[src/rtl/memstream_port_arbiter.sv]
// Shares one single-port weight memory between the AXI-Lite config port and
// the memstream read engine. Config always wins. Returning read data is routed
// by a tag pipeline, and stream data is buffered in a credit-protected FIFO.
//
// Handshakes: a stream request transfers on a cycle where strm_valid and
// strm_ready are both high; a stream data word transfers on a cycle where
// strm_ovalid and strm_oready are both high. A source holding valid keeps its
// payload stable until the transfer. Config requests are single-cycle cfg_en
// pulses that are never stalled.
module memstream_port_arbiter #(
  parameter int ADDR_WIDTH = 32,
  parameter int DATA_WIDTH = 64,
  parameter int MEM_LAT    = 2,
  parameter int FIFO_DEPTH = 4
) (
  input  logic                  aclk,
  input  logic                  aresetn,
  input  logic                  cfg_en,
  input  logic                  cfg_wen,
  input  logic [ADDR_WIDTH-1:0] cfg_addr,
  input  logic [DATA_WIDTH-1:0] cfg_wdata,
  output logic                  cfg_rack,
  output logic [DATA_WIDTH-1:0] cfg_rdata,
  input  logic                  strm_valid,
  output logic                  strm_ready,
  input  logic [ADDR_WIDTH-1:0] strm_addr,
  output logic                  strm_ovalid,
  input  logic                  strm_oready,
  output logic [DATA_WIDTH-1:0] strm_odata,
  output logic                  mem_en,
  output logic                  mem_wen,
  output logic [ADDR_WIDTH-1:0] mem_addr,
  output logic [DATA_WIDTH-1:0] mem_wdata,
  input  logic [DATA_WIDTH-1:0] mem_rdata
);

  localparam int CW = $clog2(FIFO_DEPTH + 1);
  localparam int PW = (FIFO_DEPTH > 1) ? $clog2(FIFO_DEPTH) : 1;
  localparam logic [CW-1:0] CREDIT_MAX = CW'(FIFO_DEPTH);
  localparam logic [PW-1:0] PTR_LAST   = PW'(FIFO_DEPTH - 1);

  logic [CW-1:0]         credits;
  logic [CW-1:0]         fifo_cnt;
  logic [PW-1:0]         wr_ptr;
  logic [PW-1:0]         rd_ptr;
  logic [DATA_WIDTH-1:0] fifo_mem [FIFO_DEPTH];
  logic                  mem_owner_strm;
  logic [MEM_LAT-1:0]    tag_v;
  logic [MEM_LAT-1:0]    tag_s;
  logic                  strm_acc;
  logic                  strm_pop;
  logic                  ret_v;
  logic                  ret_strm;
  logic                  fifo_push;

  assign strm_ovalid = (fifo_cnt != '0);
  assign strm_pop    = strm_ovalid & strm_oready;
  // A pop in the current cycle frees a credit immediately, so with
  // FIFO_DEPTH >= MEM_LAT+2 the stream never bubbles at full credits.
  assign strm_ready  = aresetn & ~cfg_en & ((credits < CREDIT_MAX) | strm_pop);
  assign strm_acc    = strm_valid & strm_ready;
  // Gated so the data output is zero whenever nothing is being offered.
  assign strm_odata  = strm_ovalid ? fifo_mem[rd_ptr] : '0;
  assign ret_v       = tag_v[MEM_LAT-1];
  assign ret_strm    = tag_s[MEM_LAT-1];
  assign fifo_push   = ret_v & ret_strm;

  // Issue register: the granted request drives the memory port one cycle later.
  always_ff @(posedge aclk or negedge aresetn) begin
    if (!aresetn) begin
      mem_en         <= 1'b0;
      mem_wen        <= 1'b0;
      mem_addr       <= '0;
      mem_wdata      <= '0;
      mem_owner_strm <= 1'b0;
    end else begin
      mem_en         <= cfg_en | strm_acc;
      mem_wen        <= cfg_en & cfg_wen;
      mem_owner_strm <= ~cfg_en & strm_acc;
      if (cfg_en) begin
        mem_addr  <= cfg_addr;
        mem_wdata <= cfg_wdata;
      end else if (strm_acc) begin
        mem_addr  <= strm_addr;
      end
    end
  end

  // Tag pipeline: {valid, owner} travels alongside each read so it exits
  // exactly when its mem_rdata is valid. Writes enter as invalid.
  always_ff @(posedge aclk or negedge aresetn) begin
    if (!aresetn) begin
      tag_v <= '0;
      tag_s <= '0;
    end else begin
      tag_v[0] <= mem_en & ~mem_wen;
      tag_s[0] <= mem_owner_strm;
      for (int i = 1; i < MEM_LAT; i++) begin
        tag_v[i] <= tag_v[i-1];
        tag_s[i] <= tag_s[i-1];
      end
    end
  end

  // Config read return: one-cycle rack pulse, data held until the next one.
  always_ff @(posedge aclk or negedge aresetn) begin
    if (!aresetn) begin
      cfg_rack  <= 1'b0;
      cfg_rdata <= '0;
    end else begin
      cfg_rack <= ret_v & ~ret_strm;
      if (ret_v && !ret_strm) cfg_rdata <= mem_rdata;
    end
  end

  // Stream FIFO storage; contents are only observed through valid entries.
  always_ff @(posedge aclk) begin
    if (fifo_push) fifo_mem[wr_ptr] <= mem_rdata;
  end

  // Stream FIFO pointers and occupancy.
  always_ff @(posedge aclk or negedge aresetn) begin
    if (!aresetn) begin
      wr_ptr   <= '0;
      rd_ptr   <= '0;
      fifo_cnt <= '0;
    end else begin
      if (fifo_push) wr_ptr <= (wr_ptr == PTR_LAST) ? '0 : wr_ptr + PW'(1);
      if (strm_pop)  rd_ptr <= (rd_ptr == PTR_LAST) ? '0 : rd_ptr + PW'(1);
      case ({fifo_push, strm_pop})
        2'b10:   fifo_cnt <= fifo_cnt + CW'(1);
        2'b01:   fifo_cnt <= fifo_cnt - CW'(1);
        default: fifo_cnt <= fifo_cnt;
      endcase
    end
  end

  // Credits: stream reads in flight plus words held in the FIFO.
  always_ff @(posedge aclk or negedge aresetn) begin
    if (!aresetn) begin
      credits <= '0;
    end else begin
      case ({strm_acc, strm_pop})
        2'b10:   credits <= credits + CW'(1);
        2'b01:   credits <= credits - CW'(1);
        default: credits <= credits;
      endcase
    end
  end

endmodule

[config.mk]
export PLATFORM = sky130hd
export DESIGN_NAME = memstream_port_arbiter
export DESIGN_NICKNAME = d
export VERILOG_FILES = /design/src/rtl/memstream_port_arbiter.sv
export SDC_FILE = /design/constraint.sdc
export NUM_CORES = 1
export LEC_CHECK = 0
export ABC_AREA = 1
export CAP_MARGIN = 20
export CORE_MARGIN = 8
export CORE_UTILIZATION = 40
export DETAILED_ROUTE_END_ITERATION = 12
export PLACE_DENSITY_LB_ADDON = 0.08
export REMOVE_ABC_BUFFERS = 1
export SYNTH_ARGS = -nofsm -noshare
export SYNTH_HDL_FRONTEND = slang
export SYNTH_SLANG_ARGS = --single-unit
[constraint.sdc]
create_clock -name aclk -period 10.87 [get_ports aclk]
set_clock_uncertainty 0.15 [all_clocks]
set_input_delay 2.174 -clock aclk [delete_from_list [all_inputs] [get_ports aclk]]
set_output_delay 2.174 -clock aclk [all_outputs]
set_load 0.02 [all_outputs]
==> results of run 1 <==
[sequential cells by signal, indices dropped and copies added (netlist names), 2 cells and up]
name / flops
tag_s: 2
fifo_cnt: 3
cfg_rdata: 64
mem_addr: 32
credits: 3
tag_v: 2
rd_ptr: 2
mem_wdata: 64
fifo_mem: 256
wr_ptr: 2
[per-stage QoR]
| stage | area [um2] | worst slack [ps] | util | cells |
|---|---|---|---|---|
| floorplan | 16700 | 4480 | - | 1524 |
| global placement | 21800 | 4750 | 0.510 | 2511 |
| detailed placement | 21800 | 4760 | 0.510 | 2511 |
| CTS | 23200 | 4700 | 0.544 | 2596 |
| global route | 23200 | 4490 | 0.544 | 2597 |
| finish | 23200 | 4810 | 0.544 | 2597 |
[report_power, final]
part / internal, W / switching [W]
clock network: 0.000876 / 0.000622
logic: 0.000783 / 0.00116
registers: 0.00188 / 0.0000956
total: 0.00354 / 0.00188
[final timing paths]
| check | end | slack, ps | from | depth (start not counted) |
|---|---|---|---|---|
| setup / recovery | strm_odata[21] | 4810 | rd_ptr[0] | 5 |
| hold / removal | tag_s[1] | 190 | tag_s[0] | 0 |
| setup reg to reg | fifo_mem[2][27] | 8130 | tag_s[1] | 3 |
| hold reg to reg | tag_s[1] | 190 | tag_s[0] | 0 |
| max in group asynchronous | cfg_rdata[17] | 7890 | aresetn | 2 |
| min in group asynchronous | mem_wdata[32] | 1430 | aresetn | 1 |
[area by class of cell]
type                            count  area share
Sequential cell                   434       0.523
Multi-Input combinational cell   1069       0.194
Timing Repair Buffer              441       0.188
Clock buffer                       68      0.0562
Tap cell                          546      0.0294
Clock inverter                     17     0.00560
Inverter                           21     0.00350
Antenna cell                        1    0.000108
[per-layer routing]
layer / track usage / share of wire / up-vias
li1: - / - / 6087
met1: 0.245 / 0.42 / 5918
met2: 0.324 / 0.48 / 365
met3: 0.0756 / 0.084 / 73
met4: 0.0482 / 0.019 / 4
met5: 0 / 0.00054 / -
[cell usage after synthesis (all sizes together) (2+ instances only)]
cell	instances	area share
nand2	553	0.12
nor2	266	0.058
edfxtp	256	0.45
dfrtp	178	0.26
o21ai	133	0.039
a21oi	69	0.020
buf	58	0.020
clkbuf	34	0.0074
nand3	33	0.010
inv	21	0.0046
ha	7	0.0051
xnor2	3	0.0015
fa	2	0.0023
[logic make-up after synthesis]
group | Yosys count | synth area share
AO/OA/AOI/OAI | 203 | 0.0594
XOR/XNOR | 4 | 0.00204
adder cells (fa/ha/maj) | 9 | 0.00744
buffers and inverters | 113 | 0.0317
flip-flops | 434 | 0.708
multiplexers | 1 | 0.000657
AND/OR/NAND/NOR | 852 | 0.191
[critical path, delay by kind of cell, from the launching register on]
family          cells  cell delay (ps)
compound gates      2              560
flops               1              710
buf+inv             3             1880
==> results.toml, run 1 <==
[outcome]
outcome = "completed"

[timing]
tightest_slew_ps = 1070
maxSlewHeadroom = 0.289
hold_viol_final = 0
hold_slack_ps = 188
tns_ps = 0
finalMaxSlewViolations = 0
setup_viol = 0
fmax_mhz = 165
rsz0062_at_grt = "no"
fin_crit_sh = 0.558
min_period_ps = 6060

[floorplanning]
num_io_pins = 427
fp.coreArea_mm2 = 0.0427
start_util = 0.402
die_width_um = 223
dieArea_mm2 = 0.0498
die_h_um = 223
rows = 76

[setup_path]
crit_chain = "clkinv_2 -> buf_4 -> o21ai_0 -> a21oi_1 -> clkdlybuf4s50_1"
startpoint_type = "register"
endpoint_kind = "output pin"
crit_fanout = 102
cpPeakStageDelay_ps = 810
cp_slowest_cell = "buf_4"
path_class = "register to output pin"
critPathRequiredTime_ps = 8550
cp.arrival_ps = 3740

[final_layout]
final_common_cell = "nand2_1"
fillers = 3789
area_growth_pct = 35.4
drive_gt1_frac = 0.0478
final_cell_mix = "nand2_1, clkdlybuf4s50_1, nor2_1"
regArea_mm2 = 0.0121
multi_input_area_mm2 = 0.00450
layout.nets = 2220

[yosys]
yosys_warnings = 0
synth_cells = 1616
netlist_area_mm2 = 0.0171
synth_edf_count = 256
ys_ff_latch = 434
syn_avg_cell_area_um2 = 10.6
async_flop_share = 0.410
synth_cell_types = 25
ys_seq_area_frac = 0.708
synth_ff_type = "edfxtp_1"

[worst_hold_path]
hold_class = "register to register"

[cts]
cts-resized-gates = 0
clk_latency_ps = 570
post_cts_buffers = 0
cts_hold_buf = 0
cts.root.buffer_cell = "clkbuf_16"
cts_tree = "built"
ctsHtreeMaxLevel = 2
cts.sink_count = 434
cts_buffers = 46
path_clk_slew_ps = 60
clock_path_buffers = 3

[drt]
postRouteAntennaNets = 0
vias = 12400
drt-vias-per-instance = 4.79
avgRoutedWirePerCell_um = 19.3
routed_wl_um = 50100
dr.pass1.iters = 5
drc_errors = 0
drt_iter0_markers = 767

[global_routing]
grt_pass1_vias = 12700
gr-usage-all-layers = 0.198
overflow = 0
antenna_found_initial = 3
grt_pass1_wl_um = 76700
grt_max_degree = 103

[placed_design]
place.gp.congestion = 0.800
place_hpwl_um = 31800
io_buffers = 426

[power_and_ir_drop]
leakage_nw = 9.52
p_per_area_mw_per_mm2 = 233
vdd_drop_max_mv = 0.131
total_power_w = 0.00542

[run]
drv_cap = 0
Note: power is estimated with default switching activity, not from simulation.
==> inputs of run 2 (changes only) <==
==> constraint.sdc (replaced) <==
create_clock -name aclk -period 5.64 [get_ports aclk]
set_clock_uncertainty 0.15 [all_clocks]
set_input_delay 1.128 -clock aclk [delete_from_list [all_inputs] [get_ports aclk]]
set_output_delay 1.128 -clock aclk [all_outputs]
set_load 0.02 [all_outputs]
==> results.toml, run 2 (same netlist as run 1, synthesis figures left out) <==
[setup_path]
cpPeakStageDelay_ps = 760
path_class = "register to output pin"
cp_slowest_cell = "dfrtp_4"
path_buf_inv = 3
startpoint_type = "register"
crit_fanout = 48
cp_num_cells = 5
crit_chain = "clkinv_2 -> buf_4 -> o21ai_0 -> a21oi_1 -> clkdlybuf4s50_1"
critPathRequiredTime_ps = 4360
endpoint_kind = "output pin"
cp.arrival_ps = 3460
critPathTopFamily = "buffers and inverters"
reg2reg_depth = 3

[timing]
fin_crit_sh = 0.840
rsz0062_at_grt = "no"
min_period_ps = 4740
hold_viol_final = 0
tightest_slew_ps = 1010
finalMaxSlewViolations = 0
tns_ps = 0
setup_viol = 0
maxSlewHeadroom = 0.327
fmax_mhz = 211

[power_and_ir_drop]
p_per_area_mw_per_mm2 = 453
vdd_drop_max_mv = 0.229
leakage_nw = 9.61

[final_layout]
final_cell_mix = "nand2_1, clkdlybuf4s50_1, nor2_1"
area_growth_pct = 36.4
finish.utilization = 0.548
layout.nets = 2226
largest_reg_flops = 256
drive_gt1_frac = 0.0530
regMostFlops = "fifo_mem"
largest_registers = "fifo_mem (256), cfg_rdata (64), mem_wdata (64)"
final_common_cell = "nand2_1"

[placed_design]
place.gp.congestion = 0.792
io_buffers = 426
place_hpwl_um = 33500

[cts]
post_cts_buffers = 0
clk_latency_ps = 560
ctsHtreeMaxLevel = 2
cts.sink_count = 434
cts_hold_buf = 0
path_clk_slew_ps = 60
cts.root.buffer_cell = "clkbuf_16"
clock_path_buffers = 3
cts-resized-gates = 0
cts_tree = "built"
cts_buffers = 47

[run]
drv_cap = 0

[global_routing]
overflow = 0
antenna_found_initial = 6
grt_max_degree = 113
grt_pass1_vias = 12800
gr-usage-all-layers = 0.202
grt_pass1_wl_um = 78300

[floorplanning]
fp.coreArea_mm2 = 0.0427
num_io_pins = 427
start_util = 0.402
rows = 76
dieArea_mm2 = 0.0498
die_width_um = 223
die_h_um = 223

[drt]
postRouteAntennaNets = 0
drt-vias-per-instance = 4.87
dr.pass1.iters = 5
routed_wl_um = 51100
drc_errors = 0
vias = 12700
avgRoutedWirePerCell_um = 19.6
drt_iter0_markers = 790

[worst_hold_path]
hold_class = "register to register"
hold_depth = 0

[outcome]
outcome = "completed"
[run 2: changes by cell type in the layout (fill, tap and decap cells not counted)]
cell | previous run | this run
buf_4 | 15 | 18
clkbuf_8 | 6 | 9
clkinv_1 | 7 | 4
buf_16 | 0 | 2
clkbuf_16 | 47 | 49
inv_6 | 1 | 3
clkinv_2 | 9 | 8
diode_2 | 1 | 2
[run 2: through the flow]
stage	area [um2]	setup WS, ps	power, W	hold WS [ps]	cells
2_1_floorplan	16700	293	0.00575	181	1524
3_3_place_gp	21800	1550	0.00767	185	2514
3_5_place_dp	21800	1450	0.00771	190	2514
4_1_cts	23300	827	0.0108	209	2602
5_1_grt	23400	653	0.0112	210	2606
6_report	23400	902	0.0106	203	2606
[run 2: per-layer routing]
metal	GRT usage	vias to the layer above	part of all wire
met3	0.0737	53	0.088
met2	0.337	386	0.48
met5	0	-	0.00090
met4	0.0418	8	0.016
met1	0.250	6126	0.41
li1	-	6110	-
[run 2: layout make-up]
| type | count | area [um2] |
|---|---|---|
| well taps | 546 | 683 |
| fillers | 3771 | 19300 |
| diodes | 2 | 5.00 |
| multi-input cells | 1069 | 4500 |
| clock inverters | 15 | 131 |
| repair buffers | 446 | 4450 |
| inverters | 21 | 81.3 |
| clock buffers | 73 | 1400 |
| flip-flops and latches | 434 | 12100 |
[run 2: worst paths after layout]
path | startpoint | to | slack (ps)
setup reg to reg | tag_s[1] | fifo_mem[3][17] | 2950
max in group asynchronous | aresetn | cfg_rdata[2] | 2880
setup / recovery | rd_ptr[0] | strm_odata[46] | 900
hold reg to reg | tag_v[0] | tag_v[1] | 200
hold / removal | tag_v[0] | tag_v[1] | 200
min in group asynchronous | aresetn | mem_wdata[32] | 350
[run 2: where the power goes]
part           leakage [nW]  switching [W]  total, W  internal [W]
logic                  4.38        0.00226   0.00379       0.00153
registers              4.48       0.000181   0.00380       0.00362
clock network         0.752        0.00122   0.00301       0.00180
